<file path="src/rtl/sys_counter_bank_pkg.sv">
// Shared definitions for the SYSTEM counter bank: counter indices, selector type
// and the CSR address decode used by the execute unit.
package sys_counter_bank_pkg;

    typedef logic [4:0] t_cnt_sel;

    localparam int CNT_CYCLE      = 0;
    localparam int CNT_TIME       = 1;
    localparam int CNT_INSTRET    = 2;
    localparam int CNT_EVENT_BASE = 3;

    // Unprivileged counter CSRs sit at 0xC00..0xC1F (low) and 0xC80..0xC9F (high).
    function automatic t_cnt_sel csr_to_idx(input logic [11:0] i_addr);
        return i_addr[4:0];
    endfunction

    function automatic logic csr_is_hi(input logic [11:0] i_addr);
        return i_addr[7];
    endfunction

endpackage

</file>
<file path="src/rtl/sys_counter_bank_counter64.sv">
// One wide counter with increment enable, per-half write and a wrap pulse.
module sys_counter64
    import sys_counter_bank_pkg::*;
#(
    parameter int DATA_SIZE = 32,
    parameter int CNT_WIDTH = 64
) (
    input  logic                 i_aclk,
    input  logic                 i_reset,
    input  logic                 i_inc,
    input  logic                 i_wr_en,
    input  logic                 i_wr_hi,
    input  logic [DATA_SIZE-1:0] i_wr_data,
    output logic [CNT_WIDTH-1:0] o_count,
    output logic                 o_wrap
);

    logic [CNT_WIDTH-1:0] r_count;

    // A write takes precedence over the increment; no carry crosses halves.
    always_ff @(posedge i_aclk) begin
        if (i_reset) begin
            r_count <= '0;
        end else if (i_wr_en) begin
            if (i_wr_hi) r_count[CNT_WIDTH-1:DATA_SIZE] <= i_wr_data;
            else         r_count[DATA_SIZE-1:0]         <= i_wr_data;
        end else if (i_inc) begin
            r_count <= r_count + CNT_WIDTH'(1);
        end
    end

    assign o_count = r_count;
    assign o_wrap  = i_inc && !i_wr_en && (&r_count);

endmodule

</file>
<file path="src/rtl/sys_counter_bank.sv">
// Bank of cycle/time/instret and event counters with registered CSR read port,
// half-word write port, inhibit mask and sticky overflow flags.
module sys_counter_bank
    import sys_counter_bank_pkg::*;
#(
    parameter  int DATA_SIZE    = 32,
    parameter  int CNT_WIDTH    = 64,
    parameter  int TIME_CNT_PER = 1024,
    parameter  int N_EVENTS     = 4,
    localparam int NUM_CNT      = 3 + N_EVENTS
) (
    input  logic                 i_aclk,
    input  logic                 i_reset,
    input  logic                 i_instret,
    input  logic [N_EVENTS-1:0]  i_events,
    input  logic [NUM_CNT-1:0]   i_inhibit,
    input  logic                 i_rd_req,
    input  logic [4:0]           i_rd_sel,
    input  logic                 i_rd_hi,
    output logic                 o_rd_valid,
    output logic [DATA_SIZE-1:0] o_rd_data,
    input  logic                 i_wr_en,
    input  logic [4:0]           i_wr_sel,
    input  logic                 i_wr_hi,
    input  logic [DATA_SIZE-1:0] i_wr_data,
    input  logic [NUM_CNT-1:0]   i_ovf_clr,
    output logic [NUM_CNT-1:0]   o_ovf
);

    localparam int SUB_W = (TIME_CNT_PER > 2) ? $clog2(TIME_CNT_PER) : 1;
    localparam logic [NUM_CNT-1:0] INH_MASK = ~(NUM_CNT'(1) << CNT_TIME);

    if (CNT_WIDTH != 2 * DATA_SIZE) begin : g_bad_width
        $error("sys_counter_bank: CNT_WIDTH must equal 2*DATA_SIZE");
    end
    if (TIME_CNT_PER < 2) begin : g_bad_period
        $error("sys_counter_bank: TIME_CNT_PER must be >= 2");
    end
    if (N_EVENTS < 0 || N_EVENTS > 29) begin : g_bad_events
        $error("sys_counter_bank: N_EVENTS must be in 0..29");
    end

    logic [SUB_W-1:0]     r_subtime;
    logic                 w_time_tick;
    logic [NUM_CNT-1:0]   w_raw_inc;
    logic [NUM_CNT-1:0]   w_inc;
    logic [NUM_CNT-1:0]   w_wrap;
    logic [CNT_WIDTH-1:0] w_count [NUM_CNT];
    logic [DATA_SIZE-1:0] w_rd_word;
    logic                 r_rd_valid;
    logic [DATA_SIZE-1:0] r_rd_data;
    logic [NUM_CNT-1:0]   r_ovf;

    assign w_time_tick = (r_subtime == SUB_W'(TIME_CNT_PER - 1));

    always_ff @(posedge i_aclk) begin
        if (i_reset || w_time_tick) r_subtime <= '0;
        else                        r_subtime <= r_subtime + SUB_W'(1);
    end

    // Time is never frozen, so its inhibit bit is masked off.
    assign w_inc = w_raw_inc & ~(i_inhibit & INH_MASK);

    for (genvar i = 0; i < NUM_CNT; i++) begin : g_cnt
        if (i == CNT_CYCLE) begin : g_cycle
            assign w_raw_inc[i] = 1'b1;
        end else if (i == CNT_TIME) begin : g_time
            assign w_raw_inc[i] = w_time_tick;
        end else if (i == CNT_INSTRET) begin : g_instret
            assign w_raw_inc[i] = i_instret;
        end else begin : g_event
            assign w_raw_inc[i] = i_events[i - CNT_EVENT_BASE];
        end

        sys_counter64 #(
            .DATA_SIZE (DATA_SIZE),
            .CNT_WIDTH (CNT_WIDTH)
        ) u_cnt (
            .i_aclk    (i_aclk),
            .i_reset   (i_reset),
            .i_inc     (w_inc[i]),
            .i_wr_en   (i_wr_en && (i_wr_sel == t_cnt_sel'(i)) && (i != CNT_TIME)),
            .i_wr_hi   (i_wr_hi),
            .i_wr_data (i_wr_data),
            .o_count   (w_count[i]),
            .o_wrap    (w_wrap[i])
        );
    end

    always_comb begin
        w_rd_word = '0;
        for (int i = 0; i < NUM_CNT; i++) begin
            if (i_rd_sel == t_cnt_sel'(i)) begin
                w_rd_word = i_rd_hi ? w_count[i][CNT_WIDTH-1:DATA_SIZE]
                                    : w_count[i][DATA_SIZE-1:0];
            end
        end
    end

    // Read data shows pre-edge counter state; it holds when no read is issued.
    always_ff @(posedge i_aclk) begin
        if (i_reset) begin
            r_rd_valid <= 1'b0;
            r_rd_data  <= '0;
            r_ovf      <= '0;
        end else begin
            r_rd_valid <= i_rd_req;
            if (i_rd_req) r_rd_data <= w_rd_word;
            r_ovf <= (r_ovf & ~i_ovf_clr) | w_wrap;
        end
    end

    assign o_rd_valid = r_rd_valid;
    assign o_rd_data  = r_rd_data;
    assign o_ovf      = r_ovf;

endmodule

</file>
<file path="config.mk">
export PLATFORM = sky130hd
export DESIGN_NAME = sys_counter_bank
export DESIGN_NICKNAME = d
export VERILOG_FILES = /design/src/rtl/sys_counter_bank_pkg.sv /design/src/rtl/sys_counter_bank_counter64.sv /design/src/rtl/sys_counter_bank.sv
export SDC_FILE = /design/constraint.sdc
export NUM_CORES = 2
export LEC_CHECK = 0
export BUFFER_PORTS_ARGS = -buffer_cell sky130_fd_sc_hd__buf_4
export CAP_MARGIN = 25
export CORE_ASPECT_RATIO = 1.5
export CORE_MARGIN = 2
export CORE_UTILIZATION = 60
export CTS_CLUSTER_SIZE = 14
export DETAILED_ROUTE_END_ITERATION = 6
export HOLD_SLACK_MARGIN = 0.1
export PLACE_DENSITY = 0.77
export SYNTH_ARGS = -nofsm -noshare
export SYNTH_HDL_FRONTEND = slang
export SYNTH_SLANG_ARGS = --single-unit
</file>
<file path="constraint.sdc">
create_clock -name i_aclk -period 3.65 [get_ports i_aclk]
set_clock_uncertainty 0.2 [all_clocks]
set_input_delay 0.365 -clock i_aclk [delete_from_list [all_inputs] [get_ports i_aclk]]
set_output_delay 0.365 -clock i_aclk [all_outputs]
set_load 0.01 [all_outputs]
</file>
Yosys cells after proc, flatten, opt, wreduce, memory -nomap -nowiden:

Index checks and enable logic that the tools add are counted.

* add/sub/neg operators: 8
* equal/unequal tests: 24
* muxes and demuxes: 28
* bitwise logic cells: 5
* reduce and logical (&&, ||, !) cells: 53

Operator list (count)
* 64-bit two-way mux: 12
* 32-bit two-way mux: 16
* 64-bit by 1-bit adder with 64-bit output (second input constant): 7
* 64-bit AND reduction: 7
* 5-bit by 3-bit == test with 1-bit output (second input constant): 6
* 2-bit inequality test (second input constant): 12
* 2-bit AND reduction: 12
* 5-bit by 2-bit == test with 1-bit output (second input constant): 4
* 1-bit logical AND: 19
* 7-bit bitwise AND: 2
* 7-bit inverter: 2
* 2-bit nonzero test: 6
* 10-bit by 1-bit adder with 10-bit output (second input constant): 1
* 10-bit == test (second input constant): 1
* 5-bit zero test: 2
* 7-bit OR: 1
* 1-bit zero test: 6
* 5-bit by 1-bit == test with 1-bit output (second input constant): 1
* 1-bit logical OR: 1

* bits in registers: 498
* bits of input ports: 67
* output and inout port bits: 40

Longest topological paths before layout:

* word-level depth: 8
* depth in mapped cells: 10

By module:

Synthesis repeated with hierarchy kept, for this count alone.

* cell total of the unflattened synthesis: 5167
* area, all modules: 37672.4 µm²

Modules (own cells, without submodules)
* sys_counter64: instances 7, cells each 633, area each 4518.1 µm², seq. area each 1281.2 µm²
* sys_counter_bank: instances 1, cells each 736, area each 6045.8 µm², seq. area each 1001.0 µm²

Least setup slack after synthesis:

OpenSTA, ideal clock, no wires.

* path kind: flip-flop to flip-flop
* start point: register g_cnt[6].u_cnt.r_count[0]
* end point: register g_cnt[6].u_cnt.r_count[50]
* setup time: 122 ps
* arrival: 2478 ps
* required time: 3328 ps
* path slack: 850 ps
* cell stages (with the launch flop): 8
* path buffers: 1
* clock period less this slack: 2800 ps
* path through: dfxtp_1 > ha_1 > nand3_1 > or4_1 > clkbuf_1 > nor4_2 > nand3_1 > a311o_1

* word-level cells in the longest chain between the ends: 3

RTL lines
* start, declared: line sys_counter_bank_counter64.sv:18 `logic [CNT_WIDTH-1:0] r_count;`
* start signal, assigned by index: line sys_counter_bank_counter64.sv:25 `if (i_wr_hi) r_count[CNT_WIDTH-1:DATA_SIZE] <= i_wr_data;`
* start signal, assigned by index: line sys_counter_bank_counter64.sv:26 `else r_count[DATA_SIZE-1:0] <= i_wr_data;`
* start signal, assigned: line sys_counter_bank_counter64.sv:28 `r_count <= r_count + CNT_WIDTH'(1);`
* 64-bit by 1-bit adder with 64-bit output: line sys_counter_bank_counter64.sv:28
* 64-bit two-way mux: line sys_counter_bank_counter64.sv:27 `end else if (i_inc) begin`
* 64-bit two-way mux: line sys_counter_bank_counter64.sv:24 `end else if (i_wr_en) begin`

Every way passes these cells. The select of a mux whose other input is x is not followed.
A chain may end at the register's enable or synchronous reset.

Worst setup path in the final report:

* start point: input port i_wr_hi
* end point: register g_cnt[2].u_cnt.r_count[4]

* word-level cells in the longest chain between the ends: 2

RTL lines
* start, declared: line sys_counter_bank.sv:24 `input logic i_wr_hi,`
* 2-bit inequality test (no line)
* 2-bit AND reduction (no line)
* end signal, assigned by index: line sys_counter_bank_counter64.sv:25
* end signal, assigned by index: line sys_counter_bank_counter64.sv:26
* end signal, assigned: line sys_counter_bank_counter64.sv:28
* end, declared: line sys_counter_bank_counter64.sv:18

Every way passes these cells.

==> impl_metrics.toml <==
[grt]
grt_pass1_vias = 35700
grt_usage = 0.523
grt_max_degree = 157
grt_overflow = 0
antenna_found_initial = 19
grt_first_pass_wirelength_um = 227000

[synth]
synth.distinct_cells = 84
yosys.area_share.xor_xnor = 0.0203
async_reset_ff_frac = 0
synth_top_family_by_area = "simple AND/OR/NAND/NOR gates"
ys_ff_latch = 498
ys_seq_area_frac = 0.300
synth_adder_area_share = 0.00301
yosysWarnings = 0
synth_most_common_cell = "dfxtp_1"
synth_top_area_share = 0.300
syn_area_um2 = 33200
synth_compound_area_frac = 0.260
yosys_most_used_dff = "dfxtp_1"
synth_edf_count = 0
synth_simple_gate_area_frac = 0.289
syn-mean-instance-area_um2 = 7.38
synthCells = 4503
post-synth-top-area-cell = "dfxtp_1"
syn_nets = 4578
yosys-top-cells-count = "498 x dfxtp_1, 459 x nand2_1, 407 x nor2_1"
synth.mux.area_fraction = 0.0802
ys_top_cells_by_area = "dfxtp_1 30%, mux2i_1 5.2%, nand2_1 5.2%"

[cts]
clk_latency_ps = 650
postCtsSetupRepairBufs = 0
cts_htree_levels = 2
ctsLongestPathBuffers = 3
postCtsHoldBufs = 49
cts_resized = 0
cts_buffers = 52
clkSinkCount = 498
cts-root-buf = "clkbuf_16"
clkTransAtPathRegs_ps = 60
cts_tree = "yes"

[layout]
fin_util = 0.685
nets = 4598
final_layout_size_suffix_gt1_frac = 0.113
stdcell_count = 5270
area_growth_pct = 13.0

[placed_design]
io_buffer_count = 105
place.gp.congestion = 1.08
dp_hpwl_um = 106000
dp_worst_setup_slack_ps = 480
placed_cells = 5112

[drt]
wl_um = 154000
wl_per_cell_um = 29.2
vias = 39300
vias_per_cell = 7.47
drt_iter0_markers = 5672
ant_nets = 0
dr.pass1.iters = 7
drc = 5

[run]
cap_violations = 0

[floorplan]
coreArea_um2 = 54800
fp.dieH_um = 292
dieArea_um2 = 57300
start_util = 0.606
dieWidth_um = 196
rows = 105
ioPinCount = 107

[critical_path]
crit_chain = "dlygate4sd3_1, buf_4, inv_2, nand3_1, nand2_1, buf_4, o21ai_0, a22oi_1, nor2_1"
critical-path-max-stage-delay_ps = 550
crit_type = "in2reg"
arrival_ps = 3510
cp_slowest_cell = "dlygate4sd3_1"
crit_top_cell = "buf_4"
reg2regPathDepth = 8
crit_required_ps = 3960
setup.worst_path.start_class = "input pin"
endpoint_kind = "flop"
cp_max_fo = 26

[status]
violations = "design-rule violations"
status = "complete, but fails checks"

[sta]
period_share = 0.877
slew_headroom = 0.141
worst_slew_pin_slew_ps = 1250
fmax_mhz = 312
layout_setup_ws_ps = 448
finalHoldViolations = 0
setup_violations = 0
drv_slew = 0
finalSetupTns_ps = 0
rsz0062_at_grt = "no"
layout_min_cycle_time_ps = 3200

[power_and_ir_drop]
powerDensity_nw_per_um2 = 349
p_sw_frac = 0.276
net-switching-power_mw = 3.62
pwr-share-comb = 0.104
leakage_nw = 12.3
irDropWorstVdd_uv = 377
p_int_mw = 9.49
seq_power_share = 0.433
clock_power_share = 0.463

[min_path]
hold_depth = 3
hold_class = "in2reg"
==> metrics by stage <==
stage	hold slack [ps]	cell area (um^2)	power (mW)
after detailed placement	267	35100	7.01
after CTS	104	37500	13.0
final	122	37500	13.1
after global routing	127	37500	13.3
after global placement	256	35100	7.00
after floorplan	242	33200	6.41
==> cells by family (layout without fill, tap and decap cells) <==
group,Yosys count,after routing
flops,498,498
simple gates,1927,1927
buf+inv,416,477
xor+xnor,77,77
compound gates,1321,1321
other cells,0,11
mux,256,256
fa+ha+maj,8,8
==> layer usage <==
layer,wire length [um],up-vias,track usage
met5,92,-,0.0121
met4,16800,14,0.458
met3,21700,899,0.168
met2,63800,3151,0.769
met1,51700,18000,0.610
li1,-,17200,-
==> area by class of cell <==
cell class	instances	area [um^2]
multi-input cells	3589	21800
fillers	4844	17200
flip-flops and latches	498	9970
repair buffers	336	2810
clock buffers	72	1570
well taps	695	870
clock inverters	23	330
inverters	46	174
diodes	11	27.5
==> cells in the final DEF, fill, tap and decap left out, types with 30 or more instances in the layout <==
cell,n
nor2_1,399
o31ai_1,65
inv_1,44
mux2_2,82
nor3_1,203
or3_1,56
o22ai_1,131
nand2_1,458
nand4_1,171
dfxtp_1,498
a22oi_1,55
xor2_1,61
a31oi_1,97
a32o_1,30
a21o_1,33
dlygate4sd3_1,49
mux2i_1,174
and4_1,52
o21ai_0,252
clkbuf_16,53
nor4_1,87
and3_1,87
a21oi_1,310
or4_1,33
nand3_1,244
a211oi_1,79
buf_4,273
==> power by group through the flow <==
stage	logic (mW)	registers, mW	clock network [mW]
finish	1.37	5.67	6.07
detailed placement	1.23	5.78	0
CTS	1.27	5.66	6.04
global route	1.38	5.68	6.23
floorplan	0.693	5.72	0
global placement	1.22	5.78	0
==> critical path, delay by kind of cell <==
kind	cells	cell delay [ps]
buffers and inverters	4	1700
and+or+nand+nor	3	1060
AOI/OAI and AO/OA	2	340
==> worst paths after layout <==
check | startpoint | to | slack [ps]
setup / recovery | i_wr_hi | g_cnt[2].u_cnt.o_count[4] | 450
hold / removal | i_wr_data[4] | g_cnt[4].u_cnt.o_count[36] | 120
setup reg to reg | g_cnt[6].u_cnt.o_count[1] | g_cnt[6].u_cnt.o_count[46] | 480
hold reg to reg | o_ovf[2] | o_ovf[2] | 280
==> state kept, by name, summed over array words and instances (netlist names) <==
signal and cells:
r_subtime 10, o_rd_valid 1, o_ovf 7, g_cnt.u_cnt.o_count 448, o_rd_data 32
(Power assumes the default switching activity.)
